--- src/rtl/gas_warn_monitor_pkg.sv ---
// Shared types and defaults for the multi-channel gas warning monitor.
package gas_warn_monitor_pkg;

  typedef enum logic [1:0] {
    SAFE      = 2'd0,
    PEND_WARN = 2'd1,
    WARN      = 2'd2,
    PEND_SAFE = 2'd3
  } state_e;

  localparam int DEFAULT_WIDTH    = 32;
  localparam int DEFAULT_DEBOUNCE = 3;

  // Counter must hold values 0..DEBOUNCE.
  function automatic int cnt_width(input int debounce);
    return $clog2(debounce + 1);
  endfunction

endpackage

--- src/rtl/gas_warn_channel.sv ---
// One sensor channel: hysteresis compare, debounce FSM and sticky alarm.
module gas_warn_channel
  import gas_warn_monitor_pkg::*;
#(
  parameter int WIDTH    = DEFAULT_WIDTH,
  parameter int DEBOUNCE = DEFAULT_DEBOUNCE
) (
  input  logic                    clock,
  input  logic                    reset,
  input  logic signed [WIDTH-1:0] sample,
  input  logic                    sample_valid,
  input  logic signed [WIDTH-1:0] thresh_on,
  input  logic signed [WIDTH-1:0] thresh_off,
  input  logic                    ack,
  output logic                    warn,
  output logic                    alarm_latched
);

  localparam int            CW  = cnt_width(DEBOUNCE);
  localparam logic [CW-1:0] DEB = CW'(DEBOUNCE);
  localparam logic [CW-1:0] ONE = CW'(1);

  state_e        state, state_nxt;
  logic [CW-1:0] cnt, cnt_nxt;
  logic          warn_nxt;
  logic          alarm_nxt;
  logic          low;
  logic          recovered;

  assign low       = sample < thresh_on;
  assign recovered = sample >= thresh_off;

  // State, debounce counter and sticky alarm registers.
  always_ff @(posedge clock) begin
    if (reset) begin
      state         <= SAFE;
      cnt           <= '0;
      alarm_latched <= 1'b0;
    end else begin
      state         <= state_nxt;
      cnt           <= cnt_nxt;
      alarm_latched <= alarm_nxt;
    end
  end

  // Next state: only the test relevant to the current side of the window is used.
  always_comb begin
    state_nxt = state;
    cnt_nxt   = cnt;
    if (sample_valid) begin
      unique case (state)
        SAFE: begin
          if (low) begin
            if (DEBOUNCE == 1) begin
              state_nxt = WARN;
              cnt_nxt   = '0;
            end else begin
              state_nxt = PEND_WARN;
              cnt_nxt   = ONE;
            end
          end
        end
        PEND_WARN: begin
          if (!low) begin
            state_nxt = SAFE;
            cnt_nxt   = '0;
          end else if (cnt + ONE == DEB) begin
            state_nxt = WARN;
            cnt_nxt   = '0;
          end else begin
            cnt_nxt = cnt + ONE;
          end
        end
        WARN: begin
          if (recovered) begin
            if (DEBOUNCE == 1) begin
              state_nxt = SAFE;
              cnt_nxt   = '0;
            end else begin
              state_nxt = PEND_SAFE;
              cnt_nxt   = ONE;
            end
          end
        end
        PEND_SAFE: begin
          if (!recovered) begin
            state_nxt = WARN;
            cnt_nxt   = '0;
          end else if (cnt + ONE == DEB) begin
            state_nxt = SAFE;
            cnt_nxt   = '0;
          end else begin
            cnt_nxt = cnt + ONE;
          end
        end
      endcase
    end
  end

  // Outputs: warn decodes the registered state; alarm sets on warn's rising edge (set beats ack).
  always_comb begin
    warn      = (state == WARN) || (state == PEND_SAFE);
    warn_nxt  = (state_nxt == WARN) || (state_nxt == PEND_SAFE);
    alarm_nxt = alarm_latched;
    if (warn_nxt && !warn) begin
      alarm_nxt = 1'b1;
    end else if (ack) begin
      alarm_nxt = 1'b0;
    end
  end

endmodule

--- src/rtl/gas_warn_monitor.sv ---
// Multi-channel gas warning monitor: per-channel debounce FSMs plus a registered any-warning flag.
module gas_warn_monitor
  import gas_warn_monitor_pkg::*;
#(
  parameter int CHANNELS = 4,
  parameter int WIDTH    = DEFAULT_WIDTH,
  parameter int DEBOUNCE = DEFAULT_DEBOUNCE
) (
  input  logic                      clock,
  input  logic                      reset,
  input  logic [CHANNELS*WIDTH-1:0] sample,
  input  logic [CHANNELS-1:0]       sample_valid,
  input  logic signed [WIDTH-1:0]   thresh_on,
  input  logic signed [WIDTH-1:0]   thresh_off,
  input  logic [CHANNELS-1:0]       ack,
  output logic [CHANNELS-1:0]       warn,
  output logic                      warn_any,
  output logic [CHANNELS-1:0]       alarm_latched
);

  for (genvar i = 0; i < CHANNELS; i++) begin : g_ch
    gas_warn_channel #(
      .WIDTH   (WIDTH),
      .DEBOUNCE(DEBOUNCE)
    ) u_ch (
      .clock        (clock),
      .reset        (reset),
      .sample       (sample[i*WIDTH +: WIDTH]),
      .sample_valid (sample_valid[i]),
      .thresh_on    (thresh_on),
      .thresh_off   (thresh_off),
      .ack          (ack[i]),
      .warn         (warn[i]),
      .alarm_latched(alarm_latched[i])
    );
  end

  // Registered OR of all channel warnings.
  always_ff @(posedge clock) begin
    if (reset) begin
      warn_any <= 1'b0;
    end else begin
      warn_any <= |warn;
    end
  end

endmodule

--- config.mk ---
export PLATFORM = sky130hd
export DESIGN_NAME = gas_warn_monitor
export DESIGN_NICKNAME = d
export VERILOG_FILES = /design/src/rtl/gas_warn_monitor_pkg.sv /design/src/rtl/gas_warn_channel.sv /design/src/rtl/gas_warn_monitor.sv
export SDC_FILE = /design/constraint.sdc
export NUM_CORES = 1
export LEC_CHECK = 0
export CORE_MARGIN = 10
export CORE_UTILIZATION = 45
export DETAILED_ROUTE_END_ITERATION = 12
export PLACE_DENSITY = 0.77
export SLEW_MARGIN = 20
export SYNTH_ARGS = -nofsm -noshare
export SYNTH_HDL_FRONTEND = slang
export SYNTH_SLANG_ARGS = --single-unit
--- constraint.sdc ---
create_clock -name clock -period 7.5 [get_ports clock]
set_clock_uncertainty 0.05 [all_clocks]
set_input_delay 2.25 -clock clock [delete_from_list [all_inputs] [get_ports clock]]
set_output_delay 2.25 -clock clock [all_outputs]
set_load 0.01 [all_outputs]
* Yosys cells after proc, flatten, opt, wreduce, memory -nomap -nowiden *
Index checks and enable logic that the tools add are counted.
W data, S select, Z words.

word-level totals
  flip-flop bits (word level) = 21
  bits in latches = 0
  memory bits (writable) = 0
  bits in read-only memories = 0
  bits of input ports = 202
  output and inout port bits = 9
  word-level logic and storage cells = 150
  memories = 0

cells by class
  $add $sub $neg = 4
  multiply operators = 0
  div/mod/pow operators = 0
  $lt $le $gt $ge = 8
  equality and inequality tests = 32
  shift operators = 0
  muxes and demuxes = 64
  bitwise logic cells = 0
  reduce and logical (&&, ||, !) cells = 29

operators with widths
  cell                   number
  $ge A32 B32 Y1         4
  $lt A32 B32 Y1         4
  $mux W2                48
  $pmux W2 S4            8
  $eq A2 B2 Y1 const B   20
  $ne A2 B1 Y1 const B   8
  $reduce_and A3 Y1      4
  $add A2 B1 Y2 const B  4
  $eq A2 B1 Y1 const B   4
  $logic_not A2 Y1       4
  $logic_or A1 B1 Y1     8
  $mux W1                8
  $reduce_bool A2 Y1     4
  $logic_and A1 B1 Y1    4
  $logic_not A1 Y1       4
  $reduce_or A4 Y1       1

* Longest topological paths before layout *
Gate-level depths: netlist of the first run.

  word-level depth = 10
  mapped depth = 10
  mapped depth without buffers = 10

* Hierarchy *
Synthesis of the first run repeated with hierarchy kept, for this count alone.

second synthesis, totals
  cells, all modules = 1032
  area, all modules = 7619.8 µm²

modules (own cells, without submodules)
  module                                times used  cells each  area an instance (µm²)  sequential area each (µm²)
  gas_warn_channel at g_ch[0].u_ch ...  2           254         1901.8                  100.1
  gas_warn_channel at g_ch[1].u_ch      1           263         1918.1                  100.1
  gas_warn_channel at g_ch[3].u_ch      1           258         1868.0                  100.1
  gas_warn_monitor                      1           3           30.0                    20.0

* Worst setup path before layout of the first run *
Ideal clock, no wire load.

  path kind = input to register
  start point = in thresh_on[21]
  end point = reg g_ch[1].u_ch.cnt[1]
  setup time = 95 ps
  data arrival time = 4627 ps
  required time = 7355 ps
  path slack = 2727 ps
  stages = 10
  buffers on the path = 0
  cell sequence = inv_1 -> ha_1 -> a21o_1 -> a221o_1 -> a221o_1 -> a311o_1 -> a2111oi_2 -> a221oi_2 -> or4_1 -> o311ai_1

on the way
  longest elaborated chain between the ends = 3
  elaborated cells on any way between the ends = 5
  classes of those cells = order compare (1); eq/ne (1); mux (2); reduce/logical (1)

ends and longest elaborated chain
  element                                                  line                    text
  start, declared                                          gas_warn_monitor.sv:13  input logic signed [WIDTH-1:0] thresh_on,
  $lt A32 B32 Y1 (*)                                       gas_warn_channel.sv:30  assign low = sample < thresh_on;
  $mux W2 / $ne A2 B1 Y1 (equally long branches)           -
  $pmux W2 S4 / $reduce_and A3 Y1 (equally long branches)  -
  end signal, assigned                                     gas_warn_channel.sv:41  cnt <= cnt_nxt;
  end, declared                                            gas_warn_channel.sv:24  logic [CW-1:0] cnt, cnt_nxt;

Every way passes the cells marked *; elsewhere a longest branch is shown, timed or not.
A chain may end at the register's enable or synchronous reset.

* Worst setup path after layout of the first run *
  start point = in thresh_on[31]
  end point = reg g_ch[3].u_ch.cnt[1]

on the way
  longest elaborated chain between the ends = 3
  elaborated cells on any way between the ends = 5
  classes of those cells = order compare (1); eq/ne (1); mux (2); reduce/logical (1)

ends and longest elaborated chain
  element                                                  line
  $lt A32 B32 Y1 (*)                                       gas_warn_channel.sv:30
  $mux W2 / $ne A2 B1 Y1 (equally long branches)           -
  $pmux W2 S4 / $reduce_and A3 Y1 (equally long branches)  -
  end signal, assigned                                     gas_warn_channel.sv:41
  end, declared                                            gas_warn_channel.sv:24

Marked as above.

==> flow_metrics.tcl, run 1 <==
set metrics [dict create \
    grt.overflow.total 0 \
    drv_cap 0 \
    synth_compound_area_share_pct 23.0 \
    die-height_microns 143 \
    synth-simple-area-share_pct 17.9 \
    grt_setup_unrepaired "no" \
    drc 0 \
    ir_drop_mv 0.0744 \
    dp_slack_ns 2.02 \
    clk_latency_ns 0.25 \
    tightest_slew_ns 0.814 \
    postSynth.topFlopCell "dfxtp_1" \
    finalNonFillerCells 1241 \
    start_util_pct 45.5 \
    diodes 0 \
    die_x_microns 143 \
    rows 45 \
    finalCriticalPeriod_ns 5.23 \
    synth_top_family_by_area "adder cells" \
    clockBufferDepth 2 \
    cp.arrival_ns 5.35 \
    wl_per_cell_microns 19.6 \
    setup_viol 0 \
    core_sq_mm 0.0151 \
    yosysTopAreaCell "ha_1" \
    seq_area_frac_synth_pct 6.13 \
    firstDrtPassIters 5 \
    antenna_left 0 \
    power.leakage_nw 4.35 \
    htree_levels 1 \
    status "completed" \
    crit_type "input port to flop" \
    critPathMaxStageDelay_ns 0.62 \
    grtUsageTotal_pct 23.1 \
    cts_buffers 3 \
    area_growth_syn_to_layout_pct 33.9 \
    hold_class "flop to flop" \
    yosysWarnings 0 \
    relSlewSlack_pct 45.5 \
    power_density_mw_per_mm2 76.5 \
    cts.reportedPaths.clkPinSlew_ns 0.06 \
    antenna_found_initial 1 \
    cts_tree "done" \
    synthMuxAreaShare_pct 0.584 \
    grt_pass1_vias 7514 \
    cts_root_buf "clkbuf_16" \
    drt_iter0_drc 386 \
    grt_max_degree 24 \
    portBuffers 210 \
    dp_hpwl_microns 22000 \
    via_per_inst 5.89 \
    top_level_ports 211 \
    slew_viol_final 0 \
    synth_seq_cells 21 \
    cp-start-kind "input port" \
    hold_ws_ns 0.428 \
    finalCritPeriodShare_pct 69.7 \
    fin_ws_ns 2.27 \
    ys_types 63 \
    netlist_area_sq_mm 0.00686 \
    crit_family "compound AO/OA/AOI/OAI gates" \
    hold_buffers 0 \
    nets 1508 \
    grt_pass1_wl_microns 38400 \
    hold_viol 0 \
    cts_sinks 21 \
    synth_fa_ha_area_share_pct 46.0 \
    synth_cells 853 \
    synthArstFlopShare_pct 0 \
    slowest_stage "a221oi_1" \
    dieArea_sq_mm 0.0206 \
    placed_cells 1237 \
    num_vias 7305 \
    ctsResizeCount 0 \
    cp_cell_sequence "clkdlybuf4s50_1 > inv_1 > ha_1 > and4_1 > a221oi_1 > o2111ai_1 > a21oi_1 > nor3_1 > or4_1 > o221ai_1" \
    postSynthAreaPerCell_sq_um 8.04 \
    drive_gt1_share_pct 1.71 \
    crit_required_ns 7.62 \
    yosysTopAreaCellShare_pct 46.0 \
    worstSetupEndpointType "flop" \
    synth_edf_count 0 \
    post_cts_buffers 0 \
    clock.fmax_mhz 191 \
    crit_fanout 5 \
    yosys-top-cells-area "ha_1 46%, a21oi_1 6.9%, dfxtp_1 6.1%" \
    tns_ns 0 \
    drt-total-wl_microns 24300 \
    gp_congestion 0.978 \
    synth_nets 1307 \
    worst-path-buf-inv 2 \
    synth_xor_area_share_pct 0.255 \
]
[metrics by stage]
stage          instance area [sq um]  utilization (%)  total power [mW]
2_1_floorplan                   6860                -             0.376
3_3_place_gp                    9110             60.3             0.575
3_5_place_dp                    9110             60.3             0.585
4_1_cts                         9190             60.9             0.700
5_1_grt                         9190             60.9             0.769
6_report                        9190             60.9             0.703
[logic make-up (layout without fill, tap and decap cells)]
| logic type | Yosys count | in the layout |
|---|---|---|
| muxes | 4 | 4 |
| DFF | 21 | 21 |
| AOI/OAI and AO/OA | 244 | 244 |
| xor gates and xnor gates | 2 | 2 |
| buffers and inverters | 103 | 303 |
| adders and majority gates | 252 | 252 |
| and+or+nand+nor | 227 | 227 |
[layout by cell type, fill, tap and decap left out, types with 7 or more instances in the layout]
| cell type | instances |
|---|---|
| a21oi_1 | 95 |
| inv_1 | 89 |
| ha_1 | 252 |
| nor2_1 | 33 |
| o211ai_1 | 10 |
| nand3_1 | 26 |
| nand4_1 | 46 |
| nand2_1 | 53 |
| nor3_1 | 7 |
| a21o_1 | 24 |
| dfxtp_1 | 21 |
| and4_1 | 9 |
| nor2b_1 | 8 |
| o21ai_0 | 39 |
| nor4_1 | 7 |
| a211oi_1 | 14 |
| nand2b_1 | 8 |
| clkdlybuf4s50_1 | 210 |
[sequential cells by signal, indices dropped and copies added (netlist names)]
| signal | cells |
|---|---|
| warn_any | 1 |
| g_ch.u_ch.state | 8 |
| g_ch.u_ch.alarm_latched | 4 |
| g_ch.u_ch.cnt | 8 |
[metal layers]
metal	part of all wire, %	global-route usage (%)	up-vias
li1	-	-	3700
met1	43	28.0	3293
met2	47	40.4	268
met3	7.8	4.42	44
met4	2.8	6.72	0
met5	0	0	-
[synth_stat cells (7+ instances only)]
master      n
nand2_1    53
inv_1      89
nand4_1    46
ha_1      252
dfxtp_1    21
a21o_1     24
buf_4       8
o211ai_1   10
nand3_1    26
nand2b_1    8
o21ai_0    39
nor3_1      7
a211oi_1   14
nor2b_1     8
nor4_1      7
a21oi_1    95
nor2_1     33
and4_1      9
[worst reg2reg max path, stage by stage, from the launching register on]
cell	delay, ns
dfxtp_1	0.38
o31ai_1	0.13
nor3b_1	0.08
and4_1	0.24
a211oi_2	0.31
mux2i_1	0.23
a21oi_1	0.08
[where the power goes]
group          total (mW)  internal [mW]  switching [mW]
registers           0.122          0.117         0.00536
logic               0.468          0.236           0.232
clock network       0.113         0.0724          0.0403
total               0.703          0.425           0.278
[path summary, 6_finish.rpt]
path / start / endpoint / slack [ns] / cells after the start
worst min-delay path: g_ch[2].u_ch.alarm_latched / g_ch[2].u_ch.alarm_latched / 0.43 / 2
worst max-delay path: thresh_on[31] / g_ch[3].u_ch.cnt[1] / 2.27 / 10
worst min register to register: g_ch[2].u_ch.alarm_latched / g_ch[2].u_ch.alarm_latched / 0.43 / 2
worst max register to register: g_ch[0].u_ch.state[1] / g_ch[0].u_ch.cnt[1] / 5.87 / 6
[layout make-up]
class	count	area, sq um
multi-input combinational	729	6010
fill	1374	5900
timing repair buffer	210	2100
sequential	21	420
inverter	89	334
tap	188	235
clock buffer	4	78.8
Note: power is estimated with default switching activity, not from simulation.
==> inputs of run 2 (changes only) <==
==> constraint.sdc (replaced) <==
create_clock -name clock -period 5.1 [get_ports clock]
set_clock_uncertainty 0.05 [all_clocks]
set_input_delay 1.53 -clock clock [delete_from_list [all_inputs] [get_ports clock]]
set_output_delay 1.53 -clock clock [all_outputs]
set_load 0.01 [all_outputs]
==> run 2 against run 1 <==
  * Register-to-register slack got worse by 2.4 ns
  * Via count is 0.29% higher
  * Critical path type unchanged
  * Count of clock-buffer cells in the layout is the same
  * Highest routed layer unchanged
  * Largest cell class unchanged
  * Non-clock buffer count up 2
  * Critical path depth grew 1
==> flow_metrics.tcl, run 2 (synthesis results as in run 1) <==
set metrics [dict create \
    clock.fmax_mhz 221 \
    cts_root_buf "clkbuf_16" \
    hold_viol 0 \
    finalCritPeriodShare_pct 88.8 \
    post_cts_buffers 0 \
    postLayoutCoreUtil_pct 61.0 \
    cts_buffers 3 \
    via_per_inst 5.88 \
    cp-start-kind "input port" \
    num_vias 7326 \
    grt_setup_unrepaired "no" \
    use_met1_pct 28.2 \
    core_sq_mm 0.0151 \
    area_growth_syn_to_layout_pct 34.2 \
    place_area_sq_mm 0.00912 \
    layout_common_cells "252 x ha_1, 210 x clkdlybuf4s50_1, 95 x a21oi_1" \
    grt_pass1_vias 7455 \
    hold_buffers 0 \
    cp_cell_sequence "clkdlybuf4s50_1 > inv_1 > ha_1 > nand4_1 > or4_1 > o31ai_1 > nor3b_1 > and4_1 > a211oi_2 > mux2i_1 > a21oi_1" \
    nets 1510 \
    top_level_ports 211 \
    drt-total-wl_microns 24600 \
    die_x_microns 143 \
    slowest_stage "or4_1" \
    grt_max_degree 24 \
    start_util_pct 45.5 \
    hold_class "flop to flop" \
    firstDrtPassIters 5 \
    setup_viol 0 \
    fillerInstances 1387 \
    drv_cap 0 \
    antenna_found_initial 3 \
    dieArea_sq_mm 0.0206 \
    clk_latency_ns 0.25 \
    ir_drop_mv 0.149 \
    rows 45 \
    grtUsageTotal_pct 23.1 \
    relSlewSlack_pct 44.6 \
    top_usage_layer "met2" \
    critPathMaxStageDelay_ns 0.65 \
    drt_iter0_drc 396 \
    use_met3_pct 4.69 \
    cts_sinks 21 \
    portBuffers 210 \
    drive_gt1_share_pct 1.90 \
    status "completed" \
    power.leakage_nw 4.36 \
    dp_hpwl_microns 22100 \
    largestRegisters "g_ch.u_ch.cnt (8), g_ch.u_ch.state (8), g_ch.u_ch.alarm_latched (4)" \
    grt_pass1_wl_microns 38200 \
    slew_viol_final 0 \
    crit_type "input port to flop" \
    tns_ns 0 \
    clockBufferDepth 2 \
    final_common_cell "ha_1" \
    ctsResizeCount 0 \
    power_density_mw_per_mm2 113 \
    crit_required_ns 5.16 \
    gp_congestion 0.962 \
    htree_levels 1 \
    cts_tree "done" \
    wl_per_cell_microns 19.8 \
    crit_fanout 5 \
    cp.arrival_ns 4.58 \
    die-height_microns 143 \
    antenna_left 0 \
    met2_usage_pct 39.0 \
    drc 0 \
    design_area_sq_mm 0.00921 \
    grt.overflow.total 0 \
    tightest_slew_ns 0.828 \
    worstSetupEndpointType "flop" \
    finalCriticalPeriod_ns 4.53 \
    cts.reportedPaths.clkPinSlew_ns 0.06 \
]
==> run 2: cell count changes in the layout (fill, tap and decap cells not counted), sizes merged <==
cell / change
diode: +3
buf: +2
==> run 2: cell type report <==
type	count	area (sq um)	area share, %
multi-input cells	729	6010	65.3
flip-flops and latches	21	420	4.57
well taps	188	235	2.55
repair buffers	212	2120	23.0
inverters	89	334	3.63
clock buffers	4	78.8	0.856
diodes	3	7.51	0.0815
==> run 2: worst paths after layout <==
| check | startpoint | to | slack (ns) | cells after the start |
|---|---|---|---|---|
| max | thresh_off[31] | g_ch[0].u_ch.cnt[1] | 0.57 | 11 |
| min | g_ch[2].u_ch.alarm_latched | g_ch[2].u_ch.alarm_latched | 0.44 | 2 |
| max reg2reg | g_ch[0].u_ch.state[1] | g_ch[0].u_ch.cnt[1] | 3.48 | 6 |
| min reg2reg | g_ch[2].u_ch.alarm_latched | g_ch[2].u_ch.alarm_latched | 0.44 | 2 |
==> run 2: power breakdown <==
group / switching [mW] / internal (mW)
clock: 0.0612 / 0.107
combinational: 0.344 / 0.349
sequential: 0.00795 / 0.172
total: 0.413 / 0.627
==> run 2: per-layer routing <==
metal	vias to the layer above	part of all wire [%]
met5	-	0
met2	290	45
met3	54	8.0
li1	3707	-
met4	0	3.9
met1	3275	43
==> run 2: critical path: cells and delay by family <==
family | cells | cell delay (ns)
compound gates | 3 | 0.71
fa+ha+maj | 1 | 0.37
buf+inv | 2 | 0.54
mux | 1 | 0.23
simple gates | 4 | 1.20
==> run 2: through the flow <==
step                      setup slack [ns]  hold WS [ns]  std cells  power [mW]
after floorplan                       1.05         0.400        853       0.553
after global placement               0.418         0.417       1239       0.848
after detailed placement             0.356         0.428       1239       0.863
after CTS                            0.615         0.444       1243        1.04
after global routing                 0.434         0.462       1244        1.14
final                                0.573         0.440       1246        1.04
